--- src/rtl/pet_event_arbiter.sv ---
// pet_event_arbiter: queues and coalesces pet events from the buttons, the sensors and an
// internal decay tick, then hands them one at a time to the behaviour FSM over a
// valid/ready handshake. Grants that are never acknowledged are dropped after a timeout.
// Coalesced and timed-out events are counted in a saturating drop counter.
module pet_event_arbiter #(
    parameter int TICK_DIV    = 50_000_000,
    parameter int TEST_DIV    = 5_000_000,
    parameter int ACK_TIMEOUT = 1024
) (
    input  logic       clk,
    input  logic       rst,
    input  logic       req_heal,
    input  logic       req_feed,
    input  logic       req_play,
    input  logic       req_sleep,
    input  logic       test_mode,
    input  logic       evt_ready,
    input  logic       fsm_busy,
    output logic       evt_valid,
    output logic [2:0] evt_code,
    output logic       time_tick,
    output logic [4:0] pending,
    output logic [7:0] drop_cnt
);

    localparam int MAX_DIV = (TICK_DIV > TEST_DIV) ? TICK_DIV : TEST_DIV;
    localparam int CNT_W   = $clog2(MAX_DIV + 1);
    localparam int WAIT_W  = $clog2(ACK_TIMEOUT + 1);

    localparam logic [CNT_W-1:0]  TICK_LAST = CNT_W'(TICK_DIV - 1);
    localparam logic [CNT_W-1:0]  TEST_LAST = CNT_W'(TEST_DIV - 1);
    localparam logic [WAIT_W-1:0] WAIT_LAST = WAIT_W'(ACK_TIMEOUT - 1);

    typedef enum logic [1:0] {
        ST_IDLE      = 2'd0,
        ST_GRANT     = 2'd1,
        ST_WAIT_BUSY = 2'd2
    } state_t;

    state_t             state_r;
    logic [CNT_W-1:0]   tick_cnt_r;
    logic               test_mode_r;
    logic               time_tick_r;
    logic [4:0]         pending_r;
    logic [7:0]         drop_cnt_r;
    logic               evt_valid_r;
    logic [2:0]         evt_code_r;
    logic [WAIT_W-1:0]  wait_cnt_r;

    logic [4:0]         req_vec_s;
    logic [4:0]         grant_mask_s;
    logic [2:0]         grant_code_s;
    logic [4:0]         coalesce_s;
    logic               timeout_s;
    logic [3:0]         drop_inc_s;
    logic [8:0]         drop_sum_s;
    logic [CNT_W-1:0]   tick_last_s;

    // Number of set bits in a 5-bit request vector (coalesce count for one cycle).
    function automatic logic [3:0] popcount5(input logic [4:0] v);
        logic [3:0] n;
        n = 4'd0;
        for (int i = 0; i < 5; i++) begin
            n = n + {3'd0, v[i]};
        end
        return n;
    endfunction

    assign evt_valid = evt_valid_r;
    assign evt_code  = evt_code_r;
    assign time_tick = time_tick_r;
    assign pending   = pending_r;
    assign drop_cnt  = drop_cnt_r;

    // The decay tick is itself a requester in the lowest-priority slot.
    assign req_vec_s = {time_tick_r, req_sleep, req_play, req_feed, req_heal};

    // Fixed-priority pick of the next event, only meaningful while idle with work queued.
    always_comb begin
        grant_mask_s = 5'b00000;
        grant_code_s = 3'd0;
        if (state_r == ST_IDLE && pending_r != 5'b00000) begin
            if (pending_r[0]) begin
                grant_mask_s = 5'b00001;
                grant_code_s = 3'd1;
            end else if (pending_r[1]) begin
                grant_mask_s = 5'b00010;
                grant_code_s = 3'd2;
            end else if (pending_r[2]) begin
                grant_mask_s = 5'b00100;
                grant_code_s = 3'd3;
            end else if (pending_r[3]) begin
                grant_mask_s = 5'b01000;
                grant_code_s = 3'd4;
            end else begin
                grant_mask_s = 5'b10000;
                grant_code_s = 3'd5;
            end
        end else begin
            grant_mask_s = 5'b00000;
            grant_code_s = 3'd0;
        end
    end

    // Drop accounting: a request hitting a still-queued bit is coalesced; a bit being granted
    // on this edge is consumed, so a new request for it re-queues instead.
    always_comb begin
        coalesce_s  = req_vec_s & pending_r & ~grant_mask_s;
        timeout_s   = (state_r == ST_GRANT) && !evt_ready && (wait_cnt_r == WAIT_LAST);
        drop_inc_s  = popcount5(coalesce_s) + {3'd0, timeout_s};
        drop_sum_s  = {1'b0, drop_cnt_r} + {5'd0, drop_inc_s};
        tick_last_s = test_mode ? TEST_LAST : TICK_LAST;
    end

    // Decay tick generator; a test_mode change restarts the period without a pulse.
    always_ff @(posedge clk or negedge rst) begin
        if (!rst) begin
            tick_cnt_r  <= '0;
            test_mode_r <= 1'b0;
            time_tick_r <= 1'b0;
        end else begin
            test_mode_r <= test_mode;
            if (test_mode != test_mode_r) begin
                tick_cnt_r  <= '0;
                time_tick_r <= 1'b0;
            end else if (tick_cnt_r == tick_last_s) begin
                tick_cnt_r  <= '0;
                time_tick_r <= 1'b1;
            end else begin
                tick_cnt_r  <= tick_cnt_r + 1'b1;
                time_tick_r <= 1'b0;
            end
        end
    end

    // Pending queue and saturating drop counter.
    always_ff @(posedge clk or negedge rst) begin
        if (!rst) begin
            pending_r  <= 5'b00000;
            drop_cnt_r <= 8'd0;
        end else begin
            pending_r <= (pending_r & ~grant_mask_s) | req_vec_s;
            if (drop_sum_s[8]) begin
                drop_cnt_r <= 8'hFF;
            end else begin
                drop_cnt_r <= drop_sum_s[7:0];
            end
        end
    end

    // Grant handshake FSM with registered valid/code and acknowledge timeout.
    always_ff @(posedge clk or negedge rst) begin
        if (!rst) begin
            state_r     <= ST_IDLE;
            evt_valid_r <= 1'b0;
            evt_code_r  <= 3'd0;
            wait_cnt_r  <= '0;
        end else begin
            case (state_r)
                ST_IDLE: begin
                    wait_cnt_r <= '0;
                    if (pending_r != 5'b00000) begin
                        state_r     <= ST_GRANT;
                        evt_valid_r <= 1'b1;
                        evt_code_r  <= grant_code_s;
                    end else begin
                        evt_valid_r <= 1'b0;
                        evt_code_r  <= 3'd0;
                    end
                end
                ST_GRANT: begin
                    if (evt_ready) begin
                        state_r     <= ST_WAIT_BUSY;
                        evt_valid_r <= 1'b0;
                        evt_code_r  <= 3'd0;
                        wait_cnt_r  <= '0;
                    end else if (timeout_s) begin
                        state_r     <= ST_IDLE;
                        evt_valid_r <= 1'b0;
                        evt_code_r  <= 3'd0;
                        wait_cnt_r  <= '0;
                    end else begin
                        wait_cnt_r  <= wait_cnt_r + 1'b1;
                    end
                end
                ST_WAIT_BUSY: begin
                    evt_valid_r <= 1'b0;
                    evt_code_r  <= 3'd0;
                    if (!fsm_busy) begin
                        state_r <= ST_IDLE;
                    end else begin
                        state_r <= ST_WAIT_BUSY;
                    end
                end
                default: begin
                    state_r     <= ST_IDLE;
                    evt_valid_r <= 1'b0;
                    evt_code_r  <= 3'd0;
                    wait_cnt_r  <= '0;
                end
            endcase
        end
    end

endmodule

--- config.mk ---
export PLATFORM = sky130hd
export DESIGN_NAME = pet_event_arbiter
export DESIGN_NICKNAME = d
export VERILOG_FILES = /design/src/rtl/pet_event_arbiter.sv
export SDC_FILE = /design/constraint.sdc
export NUM_CORES = 1
export LEC_CHECK = 0
export BUFFER_PORTS_ARGS = -buffer_cell sky130_fd_sc_hd__buf_2
export CORE_MARGIN = 2
export CORE_UTILIZATION = 45
export CTS_CLUSTER_SIZE = 12
export DETAILED_ROUTE_END_ITERATION = 8
export GPL_ROUTABILITY_DRIVEN = 0
export GPL_TIMING_DRIVEN = 0
export PLACE_DENSITY = 0.61
export SETUP_SLACK_MARGIN = 0.4
export SYNTH_ARGS = -nofsm -noshare
export SYNTH_HDL_FRONTEND = slang
export SYNTH_SLANG_ARGS = --single-unit
--- constraint.sdc ---
create_clock -name clk -period 5.1 [get_ports clk]
set_clock_uncertainty 0.1 [all_clocks]
set_input_delay 1.02 -clock clk [delete_from_list [all_inputs] [get_ports clk]]
set_output_delay 1.02 -clock clk [all_outputs]
set_load 0.05 [all_outputs]
==> results of run 1 <==
[sequential cells by signal, indices dropped and copies added (netlist names)]
name and flops:
drop_cnt 8, test_mode_r 1, tick_cnt_r 26, evt_valid 1, state_r 2, time_tick 1, wait_cnt_r 11, evt_code 3
pending 5
[routing by layer]
layer	vias up	wire [µm]
met1	1028	2600
met4	0	83
met3	10	228
met5	-	0
met2	41	2460
li1	1052	-
[cells by family after synthesis]
group           after synthesis  synth area share
xor+xnor                     35             0.106
compound gates               30            0.0712
simple gates                141             0.253
fa+ha+maj                     9            0.0495
buf+inv                       9            0.0169
flops                        58             0.503
[final cells by class]
type	instances	area, µm²
Multi-Input combinational cell	215	1380
Inverter	6	22.5
Fill cell	573	2970
Sequential cell	58	1450
Clock buffer	14	163
Buffer	3	26.3
Timing Repair Buffer	26	133
Tap cell	77	96.3
Clock inverter	2	35.0
[where the power goes]
group	internal [mW]	switching, mW	total [mW]
Sequential	0.530	0.0610	0.591
Combinational	0.179	0.370	0.549
Clock	0.252	0.177	0.429
Total	0.962	0.607	1.57
[cell usage in the layout (no fill, tap or decap), types with 4 or more instances in the layout]
| master | Yosys | layout |
|---|---|---|
| sky130_fd_sc_hd__buf_2 | 0 | 25 |
| sky130_fd_sc_hd__nand3_1 | 16 | 16 |
| sky130_fd_sc_hd__nand2_1 | 23 | 23 |
| sky130_fd_sc_hd__o21ai_0 | 9 | 9 |
| sky130_fd_sc_hd__nor3_1 | 4 | 4 |
| sky130_fd_sc_hd__clkbuf_8 | 0 | 11 |
| sky130_fd_sc_hd__nand4_1 | 13 | 13 |
| sky130_fd_sc_hd__clkbuf_1 | 1 | 4 |
| sky130_fd_sc_hd__a22o_1 | 4 | 4 |
| sky130_fd_sc_hd__nor2b_1 | 7 | 7 |
| sky130_fd_sc_hd__xor2_1 | 24 | 24 |
| sky130_fd_sc_hd__fa_1 | 4 | 4 |
| sky130_fd_sc_hd__inv_1 | 6 | 6 |
| sky130_fd_sc_hd__nor2_1 | 46 | 46 |
| sky130_fd_sc_hd__a21oi_1 | 7 | 7 |
| sky130_fd_sc_hd__a21o_1 | 4 | 4 |
| sky130_fd_sc_hd__xnor2_1 | 11 | 11 |
| sky130_fd_sc_hd__nand2b_1 | 6 | 6 |
| sky130_fd_sc_hd__dfrtp_1 | 58 | 58 |
| sky130_fd_sc_hd__and3_1 | 8 | 8 |
| sky130_fd_sc_hd__ha_1 | 5 | 5 |
[per-stage QoR]
stage	instance area, µm²	power [mW]	worst slack (ns)
floorplan	2880	1.02	1.27
global placement	3110	1.15	0.920
detailed placement	3110	1.16	0.938
CTS	3310	1.59	1.13
global route	3310	1.68	0.832
finish	3310	1.57	1.17
[synth_stat cells, types with 3 or more instances]
master / n / area (µm²)
sky130_fd_sc_hd__nor3_1: 4 / 20.0
sky130_fd_sc_hd__nor2b_1: 7 / 43.8
sky130_fd_sc_hd__a22o_1: 4 / 35.0
sky130_fd_sc_hd__fa_1: 4 / 80.1
sky130_fd_sc_hd__nand3_1: 16 / 80.1
sky130_fd_sc_hd__a21oi_1: 7 / 35.0
sky130_fd_sc_hd__a21o_1: 4 / 30.0
sky130_fd_sc_hd__ha_1: 5 / 62.6
sky130_fd_sc_hd__o21ai_0: 9 / 45.0
sky130_fd_sc_hd__xnor2_1: 11 / 96.3
sky130_fd_sc_hd__and3_1: 8 / 50.1
sky130_fd_sc_hd__dfrtp_1: 58 / 1450
sky130_fd_sc_hd__nand2b_1: 6 / 37.5
sky130_fd_sc_hd__nand4_1: 13 / 81.3
sky130_fd_sc_hd__xor2_1: 24 / 210
sky130_fd_sc_hd__inv_1: 6 / 22.5
sky130_fd_sc_hd__nand2_1: 23 / 86.3
sky130_fd_sc_hd__nor4b_1: 3 / 26.3
sky130_fd_sc_hd__nor2_1: 46 / 173
[critical path, delay by kind of cell (launching register included)]
kind | cells | cell delay, ns
fa+ha+maj | 4 | 1.86
flops | 1 | 0.40
compound gates | 2 | 0.57
simple gates | 5 | 0.87
[path summary, 6_finish.rpt]
path	end	slack, ns
min in group asynchronous	pending[2]$_DFF_PN0_	0.64
min	evt_code[1]$_DFFE_PN0P_	0.38
max	drop_cnt[5]$_DFF_PN0_	1.17
max reg2reg	drop_cnt[5]$_DFF_PN0_	1.17
max in group asynchronous	wait_cnt_r[4]$_DFFE_PN0P_	3.78
min reg2reg	evt_code[1]$_DFFE_PN0P_	0.38
==> impl_metrics.tcl, run 1 <==
set metrics [dict create \
    cts_resized 0 \
    final_core_util 0.527 \
    timing.final.setup_violations 0 \
    worst_setup_path_start_kind "flop" \
    holdCritPathClass "flop to flop" \
    globalRouteMet2Util 0.245 \
    cts.path.max_buffers 2 \
    route.antenna.remaining_nets 0 \
    worst-path-max-fanout 6 \
    run_status "complete, no violations" \
    slew-limit-headroom 0.482 \
    max_cap_violations 0 \
    timing_worst_setup_path_type "flop to flop" \
    initial_util 0.459 \
    dominantRegCellSynth "sky130_fd_sc_hd__dfrtp_1" \
    post_cts.repair.setup_buffers 0 \
    critical_path.startpoint "state_r[0]$_DFFE_PN0P_" \
    p_per_area_mw_per_mm2 474 \
    crit_required_ns 5.21 \
    syn-mean-instance-area_um2 10.2 \
    dr.first_iter.drc_count 134 \
    min_from "evt_code[1]$_DFFE_PN0P_" \
    tritoncts.num_buffers 9 \
    groute.layer.met3.usage 0.0712 \
    via_count 2131 \
    syn_std_cell_area_mm2 0.00288 \
    rows 29 \
    slew_viol_final 0 \
    rsz0062_at_grt "no" \
    post_route_clock_period_utilization 0.771 \
    worst_skew_pair.late_latency_ns 0.34 \
    worst_pin_slew_ns 0.770 \
    crit_path_max_incr_delay_ns 0.50 \
    rr_startpoint "state_r[0]$_DFFE_PN0P_" \
    synth_nets 300 \
    synth.yosys.warnings 0 \
    die_h_um 84.0 \
    synth_async_sr_flop_share 1.00 \
    ys_seq_elements 58 \
    hold_viol 0 \
    placeableCoreArea_mm2 0.00628 \
    hold_depth 2 \
    grt_pass1_wl_um 9450 \
    post_drt_wl_per_cell_um 13.4 \
    numPlacedInstances 385 \
    antenna_violations_before_repair 0 \
    power.static_leakage_nw 1.48 \
    num-nets-final 337 \
    die-width_um 84.0 \
    cts_num_sinks 58 \
    ys_types 37 \
    finalNonFillerCells 401 \
    top_level_i_o_count 27 \
    cts_max_level 3 \
    port_buffers 26 \
    dp.final_hpwl_um 3720 \
    hold_ws_ns 0.376 \
    irDropWorstVdd_mv 0.387 \
    timing.critical_path.to_type "flop" \
    depth_of_the_worst_register_to_register_path 11 \
    first_global_vias 2041 \
    drt_pre_antenna_iters 4 \
    tritoncts "done" \
    master_cell_of_the_clock_root_buffer "sky130_fd_sc_hd__clkbuf_8" \
    share_of_post_route_cells_with_drive_strength_above_1 0.148 \
    globalRouteOverflowTotal 0 \
    global_route.usage.met1 0.229 \
    grt-busiest-layer "met2" \
    holdBufCountCts 0 \
    drc 0 \
    synthToLayoutAreaGrowth_pct 14.8 \
    grt_max_degree 59 \
    worstPathCellList "or2_2 -> o31ai_1 -> nor2_1 -> fa_1 -> fa_1 -> fa_1 -> fa_1 -> a21oi_1 -> nor2_1 -> nand3_1 -> nand3_1" \
    critical_path.slowest_cell "sky130_fd_sc_hd__fa_1" \
    synth_enable_flop_cells 0 \
    ys_seq_area_frac 0.503 \
    globalRouteTotalUtil 0.170 \
    fin_crit_ns 3.93 \
    fin_setup_tns_ns 0 \
    critical_path.most_common_cell "sky130_fd_sc_hd__fa_1" \
    clk_pin_slew_worst_paths_ns 0.06 \
    antenna_cells_inserted 0 \
    finalWirelength_um 5380 \
    fp.dieArea_mm2 0.00706 \
    detail_route.vias_per_cell 5.31 \
    max_freq_mhz 254 \
    synthesis.instances 282 \
    cp_data_arrival_time_ns 4.04 \
]
(Power assumes the default switching activity.)
==> inputs of run 2 (changes only) <==
==> constraint.sdc (replaced) <==
create_clock -name clk -period 3.9 [get_ports clk]
set_clock_uncertainty 0.1 [all_clocks]
set_input_delay 0.78 -clock clk [delete_from_list [all_inputs] [get_ports clk]]
set_output_delay 0.78 -clock clk [all_outputs]
set_load 0.05 [all_outputs]
==> run 2 against run 1 <==
Effect of this change:
- maximum frequency rose by 15%
- non-clock buffer count up 4
- via count down 0.14%
- count of clock-buffer cells in the layout decreased by 2
- worst setup slack got worse by 0.69 ns
- first-iteration DRC count shrank 28%
- wire length up 6.0%
- cell count is 0.75% higher
- sequential power is 32% higher
- sequential cell count stayed put
- sequential share of layout area is 0.94 points lower
- critical path depth is the same
- critical path type unchanged
- highest routed layer unchanged
==> impl_metrics.tcl, run 2 (synthesis results as in run 1) <==
set metrics [dict create \
    detail_route.vias_per_cell 5.27 \
    cts.path.max_buffers 2 \
    critical_path.startpoint "state_r[1]$_DFFE_PN0P_" \
    rsz0062_at_grt "yes" \
    holdCritPathClass "flop to flop" \
    crit_required_ns 4.05 \
    critical-path-top-delay-family "adder cells" \
    finalWirelength_um 5700 \
    antenna_violations_before_repair 0 \
    top_level_i_o_count 27 \
    hold_viol 0 \
    netSwitchingFraction 0.394 \
    min_from "evt_code[1]$_DFFE_PN0P_" \
    globalRouteOverflowTotal 0 \
    timing.final.setup_violations 0 \
    num-nets-final 341 \
    p_switching_mw 0.838 \
    post_drt_wl_per_cell_um 14.1 \
    route.antenna.remaining_nets 0 \
    run_status "complete, no violations" \
    slew-limit-headroom 0.480 \
    via_count 2128 \
    drc 0 \
    placedInstanceArea_mm2 0.00312 \
    die_h_um 84.0 \
    worst_setup_path_start_kind "flop" \
    irDropWorstVdd_mv 0.603 \
    pwr-share-seq 0.368 \
    cp.buffers_inverters 1 \
    synthToLayoutAreaGrowth_pct 17.3 \
    dr.first_iter.drc_count 96 \
    critical_path.reg2reg.endpoint "drop_cnt[7]$_DFF_PN0_" \
    slack_of_the_worst_reg_to_reg_path_ns 0.48 \
    worstPathCellList "or2_4 -> o31ai_4 -> nor2_2 -> fa_1 -> fa_1 -> fa_2 -> fa_2 -> a21oi_4 -> buf_4 -> nand3_1 -> o21a_1" \
    worst_pin_slew_ns 0.773 \
    timing.critical_path.to_type "flop" \
    clk_pin_slew_worst_paths_ns 0.07 \
    cts_max_level 3 \
    antenna_cells_inserted 0 \
    fin_setup_tns_ns 0 \
    fp.dieArea_mm2 0.00706 \
    share_of_post_route_cells_with_drive_strength_above_1 0.183 \
    worst_skew_pair.late_latency_ns 0.35 \
    grt_pass1_wl_um 9670 \
    drt_pre_antenna_iters 4 \
    worst-path-max-fanout 5 \
    mostFrequentLayoutCell "sky130_fd_sc_hd__dfrtp_1" \
    port_buffers 26 \
    max_freq_mhz 292 \
    depth_of_the_worst_register_to_register_path 11 \
    critical_path.slowest_cell "sky130_fd_sc_hd__fa_1" \
    grt_max_degree 59 \
    largest_register "tick_cnt_r" \
    master_cell_of_the_clock_root_buffer "sky130_fd_sc_hd__clkbuf_8" \
    combPwrFrac 0.376 \
    crit_path_max_incr_delay_ns 0.50 \
    die-width_um 84.0 \
    clockPowerShare 0.256 \
    placeableCoreArea_mm2 0.00628 \
    timing_worst_setup_path_type "flop to flop" \
    fin_area_mm2 0.00338 \
    max_cap_violations 0 \
    hold_depth 2 \
    dp.final_hpwl_um 3690 \
    cp_data_arrival_time_ns 3.57 \
    cts_num_sinks 58 \
    p_per_area_mw_per_mm2 628 \
    post_route_clock_period_utilization 0.877 \
    globalRouteTotalUtil 0.175 \
    power.static_leakage_nw 1.50 \
    largest_reg_flops 26 \
    rows 29 \
    rr_startpoint "state_r[1]$_DFFE_PN0P_" \
    cellInternalPower_mw 1.29 \
    fin_crit_ns 3.42 \
    tritoncts.num_buffers 9 \
    worstHoldEndpoint "evt_code[1]$_DFFE_PN0P_" \
    tritoncts "done" \
    layout.cells.most_common_list "sky130_fd_sc_hd__dfrtp_1, sky130_fd_sc_hd__nor2_1, sky130_fd_sc_hd__buf_2" \
    first_global_vias 2088 \
    initial_util 0.459 \
    slew_viol_final 0 \
]
run 2: cell count changes in the layout (fill, tap and decap cells not counted), sizes merged:
cell    change
clkbuf      -2
clkinv      +1
buf         +4
run 2: through the flow:
step / utilization / cells / hold slack [ns] / total power, mW / worst slack, ns
global placement: 0.498 / 385 / 0.347 / 1.51 / 0.169
finish: 0.539 / 404 / 0.362 / 2.12 / 0.481
CTS: 0.531 / 401 / 0.366 / 2.10 / 0.433
detailed placement: 0.498 / 385 / 0.351 / 1.52 / 0.169
global route: 0.539 / 404 / 0.414 / 2.27 / 0.313
floorplan: - / 282 / 0.350 / 1.35 / 0.406
run 2: metal layers:
layer	GRT usage	vias up	wire length (µm)
met5	0	-	0
met3	0.0574	11	203
met1	0.237	1037	2750
li1	-	1053	-
met2	0.260	27	2640
met4	0.0704	0	106
run 2: worst max path at each step:
stage,end,slack (ns),depth (start not counted)
after floorplan,drop_cnt[5]$_DFF_PN0_,0.41,11
after global placement,drop_cnt[5]$_DFF_PN0_,0.17,10
after detailed placement,drop_cnt[5]$_DFF_PN0_,0.17,10
after CTS,drop_cnt[5]$_DFF_PN0_,0.43,11
after global routing,drop_cnt[4]$_DFF_PN0_,0.31,11
final,drop_cnt[7]$_DFF_PN0_,0.48,11
run 2: layout make-up:
cell class / instances / area [µm²]
Multi-Input combinational cell: 215 / 1440
Sequential cell: 58 / 1450
Clock buffer: 12 / 145
Timing Repair Buffer: 30 / 163
Clock inverter: 3 / 40.0
Tap cell: 77 / 96.3
Fill cell: 587 / 2900
Buffer: 3 / 26.3
Inverter: 6 / 22.5
run 2: repair_timing:
item,CTS,global route
setup buffers,1,3
setup endpoints to repair,8,8
pin swaps,2,6
cloned,0,0
gates resized for setup,4,5
hold buffers,0,0
run 2: power groups by stage:
stage | logic (mW) | clock network (mW) | registers, mW
floorplan | 0.354 | 0 | 0.997
global placement | 0.729 | 0 | 0.785
detailed placement | 0.731 | 0 | 0.786
CTS | 0.763 | 0.554 | 0.779
global route | 0.885 | 0.587 | 0.798
finish | 0.800 | 0.544 | 0.781
run 2: worst min-delay path, stage by stage, from the launching register on:
cell and delay [ns]:
sky130_fd_sc_hd__dfrtp_1 0.34, sky130_fd_sc_hd__nand2_1 0.05, sky130_fd_sc_hd__nand2_1 0.04
==> inputs of run 3 (changes only) <==
--- a/config.mk
+++ b/config.mk
@@ -6,7 +6,6 @@
 export NUM_CORES = 1
 export LEC_CHECK = 0
 export BUFFER_PORTS_ARGS = -buffer_cell sky130_fd_sc_hd__buf_2
-export CORE_MARGIN = 2
 export CORE_UTILIZATION = 45
 export CTS_CLUSTER_SIZE = 12
 export DETAILED_ROUTE_END_ITERATION = 8
==> run 3 against run 2 <==
Effect of this change:
- critical endpoint is now drop_cnt[5]$_DFF_PN0_
- count of clock-buffer cells in the layout up 1
- critical path depth is the same
- sequential share of layout area is 0.63 points higher
- global-route usage increased by 1.2 points
- cell count fell by 0.74%
- critical path type unchanged
- worst hold slack hardly changed
- total power shrank 4.4%
- non-clock buffer count decreased by 2
- combinational power decreased by 2.6%
- wire length is 4.6% lower
- maximum frequency is 1.3% higher
==> impl_metrics.tcl, run 3 (synthesis results as in run 1) <==
set metrics [dict create \
    num-nets-final 339 \
    antenna_violations_before_repair 0 \
    slew-limit-headroom 0.467 \
    layout.cells.most_common_list "sky130_fd_sc_hd__dfrtp_1, sky130_fd_sc_hd__nor2_1, sky130_fd_sc_hd__buf_2" \
    fp.dieArea_mm2 0.00673 \
    grt_max_degree 59 \
    drc 0 \
    rsz0062_at_grt "yes" \
    globalRouteOverflowTotal 0 \
    post_route_clock_period_utilization 0.865 \
    fin_crit_ns 3.37 \
    cp_data_arrival_time_ns 3.50 \
    top_level_i_o_count 27 \
    antenna_cells_inserted 0 \
    slack_of_the_worst_reg_to_reg_path_ns 0.53 \
    fin_setup_tns_ns 0 \
    critical_path.reg2reg.endpoint "drop_cnt[5]$_DFF_PN0_" \
    clk_pin_slew_worst_paths_ns 0.07 \
    detail_route.vias_per_cell 5.24 \
    cts_max_level 3 \
    critical_path.startpoint "state_r[0]$_DFFE_PN0P_" \
    largest_reg_flops 26 \
    max_cap_violations 0 \
    tritoncts "done" \
    power.static_leakage_nw 1.48 \
    dr.first_iter.drc_count 73 \
    post_drt_wl_per_cell_um 13.6 \
    timing.final.setup_violations 0 \
    master_cell_of_the_clock_root_buffer "sky130_fd_sc_hd__clkbuf_8" \
    share_of_post_route_cells_with_drive_strength_above_1 0.175 \
    hold_viol 0 \
    holdBufCountCts 0 \
    max_freq_mhz 296 \
    depth_of_the_worst_register_to_register_path 11 \
    via_count 2100 \
    worst_setup_path_start_kind "flop" \
    totalPowerFinal_mw 2.03 \
    placeableCoreArea_mm2 0.00606 \
    holdCritPathClass "flop to flop" \
    num-fill-cells 566 \
    crit_required_ns 4.02 \
    worst_pin_slew_ns 0.792 \
    synthToLayoutAreaGrowth_pct 15.6 \
    rows 28 \
    grt_pass1_wl_um 9270 \
    worstPathCellList "or2_4 -> o31ai_4 -> nor2_2 -> fa_1 -> fa_1 -> fa_2 -> fa_2 -> a21oi_4 -> nor2_1 -> nand3_2 -> nand3_1" \
    irDropWorstVdd_mv 0.580 \
    rr_startpoint "state_r[0]$_DFFE_PN0P_" \
    p_per_area_mw_per_mm2 609 \
    timing_worst_setup_path_type "flop to flop" \
    cts_num_sinks 58 \
    slew_viol_final 0 \
    drt_pre_antenna_iters 4 \
    mostFrequentLayoutCell "sky130_fd_sc_hd__dfrtp_1" \
    hold_ws_ns 0.361 \
    route.antenna.remaining_nets 0 \
    critical_path.slowest_cell "sky130_fd_sc_hd__fa_1" \
    finalWirelength_um 5440 \
    tritoncts.num_buffers 9 \
    cp.buffers_inverters 0 \
    crit_path_max_incr_delay_ns 0.50 \
    port_buffers 26 \
    die_h_um 82.0 \
    worstSetupPathDepth 11 \
    cts.path.max_buffers 2 \
    globalRouteTotalUtil 0.188 \
    dp.final_hpwl_um 3760 \
    worst_skew_pair.late_latency_ns 0.34 \
    initial_util 0.476 \
    critical-path-top-delay-family "adder cells" \
    largest_register "tick_cnt_r" \
    first_global_vias 2076 \
    run_status "complete, no violations" \
    timing.critical_path.to "drop_cnt[5]$_DFF_PN0_" \
    worst-path-max-fanout 6 \
    die-width_um 82.0 \
    timing.critical_path.to_type "flop" \
]
==> run 3: worst min-delay path by stage <==
stage	startpoint	endpoint	slack [ns]	cells past startpoint
2_1_floorplan	tick_cnt_r[0]$_DFF_PN0_	tick_cnt_r[0]$_DFF_PN0_	0.35	1
3_3_place_gp	evt_code[1]$_DFFE_PN0P_	evt_code[1]$_DFFE_PN0P_	0.35	2
3_5_place_dp	evt_code[1]$_DFFE_PN0P_	evt_code[1]$_DFFE_PN0P_	0.36	2
4_1_cts	evt_code[1]$_DFFE_PN0P_	evt_code[1]$_DFFE_PN0P_	0.37	2
5_1_grt	tick_cnt_r[0]$_DFF_PN0_	tick_cnt_r[0]$_DFF_PN0_	0.40	1
6_report	evt_code[1]$_DFFE_PN0P_	evt_code[1]$_DFFE_PN0P_	0.36	2
==> run 3: cell type report <==
class | count | area, µm² | area share
flip-flops and latches | 58 | 1450 | 0.435
multi-input cells | 215 | 1430 | 0.428
clock inverters | 3 | 15.0 | 0.00450
clock buffers | 13 | 149 | 0.0447
plain buffers | 3 | 26.3 | 0.00788
inverters | 6 | 22.5 | 0.00676
well taps | 75 | 93.8 | 0.0282
repair buffers | 28 | 148 | 0.0443
==> run 3: where the power goes <==
| part | total (mW) | internal [mW] | switching (mW) | leakage [nW] |
|---|---|---|---|---|
| registers | 0.778 | 0.693 | 0.0850 | 0.764 |
| logic | 0.779 | 0.273 | 0.506 | 0.630 |
| clock network | 0.474 | 0.245 | 0.229 | 0.0872 |
==> run 3: per-layer routing <==
| layer | vias up | global-route usage | part of all wire |
|---|---|---|---|
| li1 | 1057 | - | - |
| met1 | 1004 | 0.237 | 0.49 |
| met2 | 27 | 0.295 | 0.46 |
| met3 | 12 | 0.0400 | 0.023 |
| met4 | 0 | 0.111 | 0.024 |
| met5 | - | 0 | 0 |
==> run 3: timing repair <==
item / 4_1_cts / 5_1_grt
gates cloned: 0 / 0
pin swaps: 4 / 4
resized for setup: 4 / 3
endpoints found under the setup margin: 8 / 8
buffers inserted: 2 / 0
==> run 3: stage by stage <==
stage / util / cells / setup slack [ns] / instance area (µm²)
finish: 0.550 / 401 / 0.525 / 3330
detailed placement: 0.515 / 383 / 0.142 / 3120
CTS: 0.547 / 401 / 0.404 / 3310
global route: 0.550 / 401 / 0.396 / 3330
floorplan: - / 282 / 0.406 / 2900
global placement: 0.515 / 383 / 0.159 / 3120
==> run 3: worst min-delay path, cell delays in order (launching register included) <==
cell                      delay [ns]
sky130_fd_sc_hd__dfrtp_1        0.34
sky130_fd_sc_hd__nand2_1        0.05
sky130_fd_sc_hd__nand2_1        0.05
